[src/rtl/i2s_capture.sv]
// I2S master receiver: derives mclk/sck/lrck from clk and deserializes the ADC
// stream into 16-bit left/right pairs offered over a valid/ready handshake.
module i2s_capture (
  input  logic        clk,
  input  logic        rst_n,
  input  logic        enable,
  input  logic        audio_sdout,
  output logic        audio_mclk,
  output logic        audio_sck,
  output logic        audio_lrck,
  output logic [15:0] left_data,
  output logic [15:0] right_data,
  output logic        sample_valid,
  input  logic        sample_ready,
  output logic        overrun,
  input  logic        overrun_clr
);

  logic [8:0]  div_cnt;
  logic [1:0]  sync_q;
  logic        sd_s;
  logic [15:0] shift_q;
  logic [15:0] shift_d;
  logic [15:0] left_hold;
  logic        left_ok;
  logic        sample_evt;
  logic        word_done;
  logic        emit;
  logic        accept;

  always_ff @(posedge clk or negedge rst_n) begin
    if (!rst_n) begin
      div_cnt <= '0;
      sync_q  <= '0;
    end else begin
      div_cnt <= div_cnt + 9'd1;
      sync_q  <= {sync_q[0], audio_sdout};
    end
  end

  // Clocks come straight off counter flops, so they are glitch-free.
  assign audio_mclk = div_cnt[1];
  assign audio_sck  = div_cnt[3];
  assign audio_lrck = div_cnt[8];
  assign sd_s       = sync_q[1];

  always_comb begin
    sample_evt = (div_cnt[3:0] == 4'd11);
    word_done  = sample_evt && (div_cnt[7:4] == 4'd0);
    shift_d    = {shift_q[14:0], sd_s};
    // Slot 0 of a left half completes the right word of the current frame.
    emit       = word_done && !div_cnt[8] && left_ok && enable;
    accept     = sample_valid && sample_ready;
  end

  always_ff @(posedge clk or negedge rst_n) begin
    if (!rst_n) begin
      shift_q   <= '0;
      left_hold <= '0;
      left_ok   <= 1'b0;
    end else begin
      if (sample_evt) begin
        shift_q <= shift_d;
      end
      if (word_done) begin
        if (div_cnt[8]) begin
          left_hold <= shift_d;
          left_ok   <= 1'b1;
        end else begin
          left_ok   <= 1'b0;
        end
      end
    end
  end

  always_ff @(posedge clk or negedge rst_n) begin
    if (!rst_n) begin
      left_data    <= '0;
      right_data   <= '0;
      sample_valid <= 1'b0;
      overrun      <= 1'b0;
    end else begin
      if (emit) begin
        left_data    <= left_hold;
        right_data   <= shift_d;
        sample_valid <= 1'b1;
      end else if (accept) begin
        sample_valid <= 1'b0;
      end
      if (emit && sample_valid && !sample_ready) begin
        overrun <= 1'b1;
      end else if (overrun_clr) begin
        overrun <= 1'b0;
      end
    end
  end

endmodule

[config.mk]
export PLATFORM = sky130hd
export DESIGN_NAME = i2s_capture
export DESIGN_NICKNAME = d
export VERILOG_FILES = /design/src/rtl/i2s_capture.sv
export SDC_FILE = /design/constraint.sdc
export NUM_CORES = 1
export LEC_CHECK = 0
export BUFFER_PORTS_ARGS = -buffer_cell sky130_fd_sc_hd__clkbuf_2
export CORE_UTILIZATION = 60
export DETAILED_ROUTE_END_ITERATION = 7
export PLACE_DENSITY = 0.89
export SETUP_SLACK_MARGIN = 0.02
export SLEW_MARGIN = 10
export SYNTH_ARGS = -nofsm -noshare
export SYNTH_HDL_FRONTEND = slang
export SYNTH_SLANG_ARGS = --single-unit
[constraint.sdc]
create_clock -name clk -period 6.2 [get_ports clk]
set_clock_uncertainty 0.05 [all_clocks]
set_input_delay 0.31 -clock clk [delete_from_list [all_inputs] [get_ports clk]]
set_output_delay 0.31 -clock clk [all_outputs]
set_load 0.02 [all_outputs]
### Word-level counts from Yosys, hierarchy flattened

Cells that the tools add are included.

* output and inout bits: 37
* input bits: 6
* logic and storage cells: 29
* bits in registers: 77

* reductions and logical operators: 13
* mux-type cells: 5
* $add $sub $neg: 1
* equal/unequal tests: 1

Operators with widths (count)
* $add 9x1->9 const B: 1
* $logic_and 1x1->1: 7
* $mux 1: 5
* $eq 4x4->1 const B: 1
* $logic_not 4->1: 1
* $reduce_bool 2->1: 2
* $logic_not 1->1: 2
* $reduce_and 2->1: 1

### Longest topological paths before layout

* depth in word-level cells: 8
* depth in mapped cells: 6
* gate-level depth less buffers: 4

### Worst setup path after synthesis

No wires, ideal clock.

* kind: reg-to-reg
* start: reg div_cnt[1]
* end: reg left_data[0]
* arrival: 2.008 ns
* cell stages (with the launch flop): 6
* library setup time: 0.125 ns
* clock period less this slack: 2.183 ns
* setup slack: 4.017 ns
* path through: dfrtp_1 > ha_1 > nand3b_2 > nor4_4 > buf_6 > mux2_2

* cells in the longest elaborated chain, start to end: 5

Ends and longest elaborated chain
* start: declaration: line 19 `logic [8:0] div_cnt;`
* start signal: assignment: line 36 `div_cnt <= div_cnt + 9'd1;`
* $eq 4x4->1: line 48 `sample_evt = (div_cnt[3:0] == 4'd11);`
* $logic_and 1x1->1: line 49 `word_done = sample_evt && (div_cnt[7:4] == 4'd0);`
* $logic_and 1x1->1 (3 in series): line 52 `emit = word_done && !div_cnt[8] && left_ok && enable;`
* end signal: assignment: line 84 `left_data <= left_hold;`
* end: declaration: line 11 `output logic [15:0] left_data,`

Every way passes these cells.
A chain may end at the register's enable or synchronous reset.

### Worst setup path in the final report

* start: reg div_cnt[0]
* end: reg left_data[1]

The elaborated chain is that of the path after synthesis.

==> metrics.md <==
| Metric | Value |
|---|---|
| Run status | finished, final reports clean |
| Fill cell count | 299 |
| TritonCTS clock tree | done |
| Final nets | 230 |
| Detailed-route DRC error count | 0 |
| Antenna violations before repair | 0 |
| NetSw | about 0.17 mW |
| Transition time of the tightest slew-check pin | 1.02 ns |
| Count of flip-flops with a built-in enable after synthesis | 0 |
| Standard-cell row count | 25 |
| First-pass GRT wire length | 7110 um |
| Switching share of power | between 20% and 30% |
| RSZ-0062 raised after global routing | false |
| Worst slew slack as a fraction of its limit | a little under a third |
| X dimension of the die | between 70 and 80 um |
| Vias | 1522 |
| Clock root buffer | clkbuf_8 |
| Total routed wirelength | between 4000 and 5000 um |
| Worst-case hold slack | about 0.03 ns |
| Placer Congestion | just over 0.7 |
| Number of max-cap violations | 0 |
| Setup Total Neg Slack | 0 ns |
| P&R area growth vs syn | 14.0% |
| Violation count after the first detailed-routing iteration | between 50 and 60 |
| Cell taking the most area after synthesis | dfrtp_1 |
| Number of synthesized register bits | 77 |
| Share of layout cells above drive strength 1 | a little over half |
| Number of pins exceeding their max-slew limit in the final report | 0 |
| Count of pins on the block boundary | 43 |
| CP Class | flop to flop |
| Clock transition at the register clock pins on the worst setup and hold paths after CTS | ~0.07 ns |
| CTS buffer count | 9 |
| Largest net degree at the start of global routing | between 70 and 80 |
| Overall die area | ~5200 um^2 |
| Final routed wire length divided by cell count | approximately 14 um |
| Standby leakage power | 1.81 nW |
| Time the worst path needs with I/O delays and setup | 3.05 ns |
| Global router's overall resource usage | a little under a fifth |
| Placed inst area | about 3200 um^2 |
| Clock latency on the worst-skew pair | ~0.34 ns |
| Worst-case clock buffer depth | 2 |
| Post-CTS repair timing setup buffer count | 0 |
| Number of antenna cells inserted | 0 |
| Number of gates given a new drive strength after cts | 0 |
| Final Total Pwr | between 0.8 and 0.9 mW |
| Setup violation total in the final timing report | 0 |
| Hold Path Class | input pin to flop |
| Number of global-route vias before repair | 1483 |
| Starting utilization of the core area | 62.6% |
| Clk sink count | a little under 80 |
| Avg Synthesized Cell Area | between 15 and 20 um^2 |
| Synthesis warning total | 0 |
| Die extent in y | between 70 and 80 um |
| Routed via count divided by cell count | ~5.2 |
| Comb power frac | between 1 and 1.5% |
| Clock network fraction of design power | 39.5% |
| Share of the clock period used by the worst path | roughly 50% |
| Sequential cell fraction of total power | between 50% and 60% |
| Maximum level of the CTS H-tree | 3 |
| Post-synthesis sequential area ratio | ~65% |
| Cell area after layout | 3370 um^2 |
| HPWL Detailed | 2670 um |
| Maximum operating frequency | 0.328 GHz |
| Number of input and output port buffers inserted | 42 |
| Main flop type after synthesis | dfrtp_1 |
| Net Count, Synth | 182 |
| Crit Path Max Fanout | 18 |
| Peak ir drop on the vdd network | around 0.17 mV |
| Data arrival time at the worst-slack endpoint | 3.22 ns |
| Remaining global-route overflow | 0 |
| Cts-stage hold buffer count | 0 |
| Post-synthesis instance area | around 3000 um^2 |
| Cell Int Power | roughly 0.68 mW |
| Data required time of the critical path | around 6.4 ns |
| Router iterations before antenna repair | 2 |
| Gate Count Post-Synth | between 150 and 200 |
| Area share of the largest cell type after synthesis | 65.2% |
| Kind of end point of the critical path | flop |
| Yosys cell types | 23 |
| Ys async rst share | 100% |
| Final Hold Fails | 0 |
| Final ANT Viol Nets | 0 |
| Ranking of synthesized cells by area | dfrtp_1 65%, mux2_2 20%, mux2_4 4.6% |
| Critical path launch point type | flop |
| Power Density | ~250 nW/um^2 |
| Core footprint | between 4000 and 5000 um^2 |
-- cell usage after synthesis, drive strengths merged, types with 2 or more instances --
cell    n
nand2   3
nand4   2
mux2   63
buf     5
nand3   3
dfrtp  77
xnor2   6
inv     4
-- critical path, cell delays in order (launching register included) --
cell      delay [ns]
dfrtp_1         0.41
ha_1            0.28
nand3b_2        0.41
nor4_4          1.00
buf_4           0.40
mux2_2          0.37
-- power by group through the flow --
stage | clock, mW | sequential, mW | combinational, mW
6_report | 0.337 | 0.505 | 0.0118
2_1_floorplan | 0 | 0.514 | 0.00120
3_5_place_dp | 0 | 0.515 | 0.0127
3_3_place_gp | 0 | 0.515 | 0.0124
4_1_cts | 0.350 | 0.505 | 0.0126
5_1_grt | 0.366 | 0.505 | 0.0143
-- cells in the final DEF, fill, tap and decap left out --
master,count
nand3b_2,1
clkbuf_8,12
mux2_4,9
o21ai_0,1
inv_1,4
nand4_1,2
and3_2,1
a32o_1,1
or4_4,1
clkbuf_1,2
clkinv_2,1
ha_1,1
nand2_1,3
dfrtp_1,77
nor4_4,1
mux2_2,52
xnor2_1,6
and4_2,1
a21o_1,1
nand3_1,3
xor2_1,1
mux2_1,2
buf_4,2
clkbuf_2,41
or3_1,1
-- registers in the layout (all words and copies together), names as in the netlist, 2 cells and up --
| name | count |
|---|---|
| div_cnt | 9 |
| right_data | 16 |
| left_hold | 16 |
| sync_q | 2 |
| shift_q | 15 |
| left_data | 16 |
-- worst paths after layout --
| path | start | to | slack, ns | cells after the start |
|---|---|---|---|---|
| max | div_cnt[0] | left_data[1] | 3.15 | 5 |
| min | audio_sdout | sync_q[0] | 0.03 | 1 |
| max reg2reg | div_cnt[0] | left_data[1] | 3.15 | 5 |
| min reg2reg | sync_q[0] | sync_q[1] | 0.31 | 0 |
| max in group asynchronous | rst_n | div_cnt[2] | 5.46 | 1 |
| min in group asynchronous | rst_n | shift_q[13] | 0.06 | 1 |
-- kinds of logic after synthesis --
group | Yosys count | synth area share (%)
AO/OA/AOI/OAI | 3 | 0.762
XOR/XNOR | 7 | 2.07
adder cells (fa/ha/maj) | 1 | 0.423
buffers and inverters | 10 | 2.84
flip-flops | 77 | 65.2
multiplexers | 63 | 25.1
AND/OR/NAND/NOR | 14 | 3.60
-- routing by layer --
layer / wire length (um) / up-vias / global-route usage, %
met4: 63 / 0 / 8.71
met1: 2120 / 768 / 25.9
li1: - / 712 / -
met3: 165 / 7 / 5.83
met2: 1880 / 35 / 26.5
met5: 0 / - / 0
-- through the flow --
stage	instances	setup slack, ns	util (%)
6_report	294	3.15	71.3
2_1_floorplan	175	4.02	-
4_1_cts	294	3.10	71.3
3_5_place_dp	279	3.12	67.6
3_3_place_gp	279	3.21	67.6
5_1_grt	294	2.88	71.3
-- area by class of cell --
cell class                 count  area [um^2]  share of cell area [%]
inverter                       4         15.0                   0.446
multi-input combinational     88          946                    28.1
clock inverter                 1         5.00                   0.149
clock buffer                  14          173                    5.12
timing repair buffer          43          220                    6.54
tap                           67         83.8                    2.49
sequential                    77         1930                    57.2
Power figures use the tool's default switching activity.
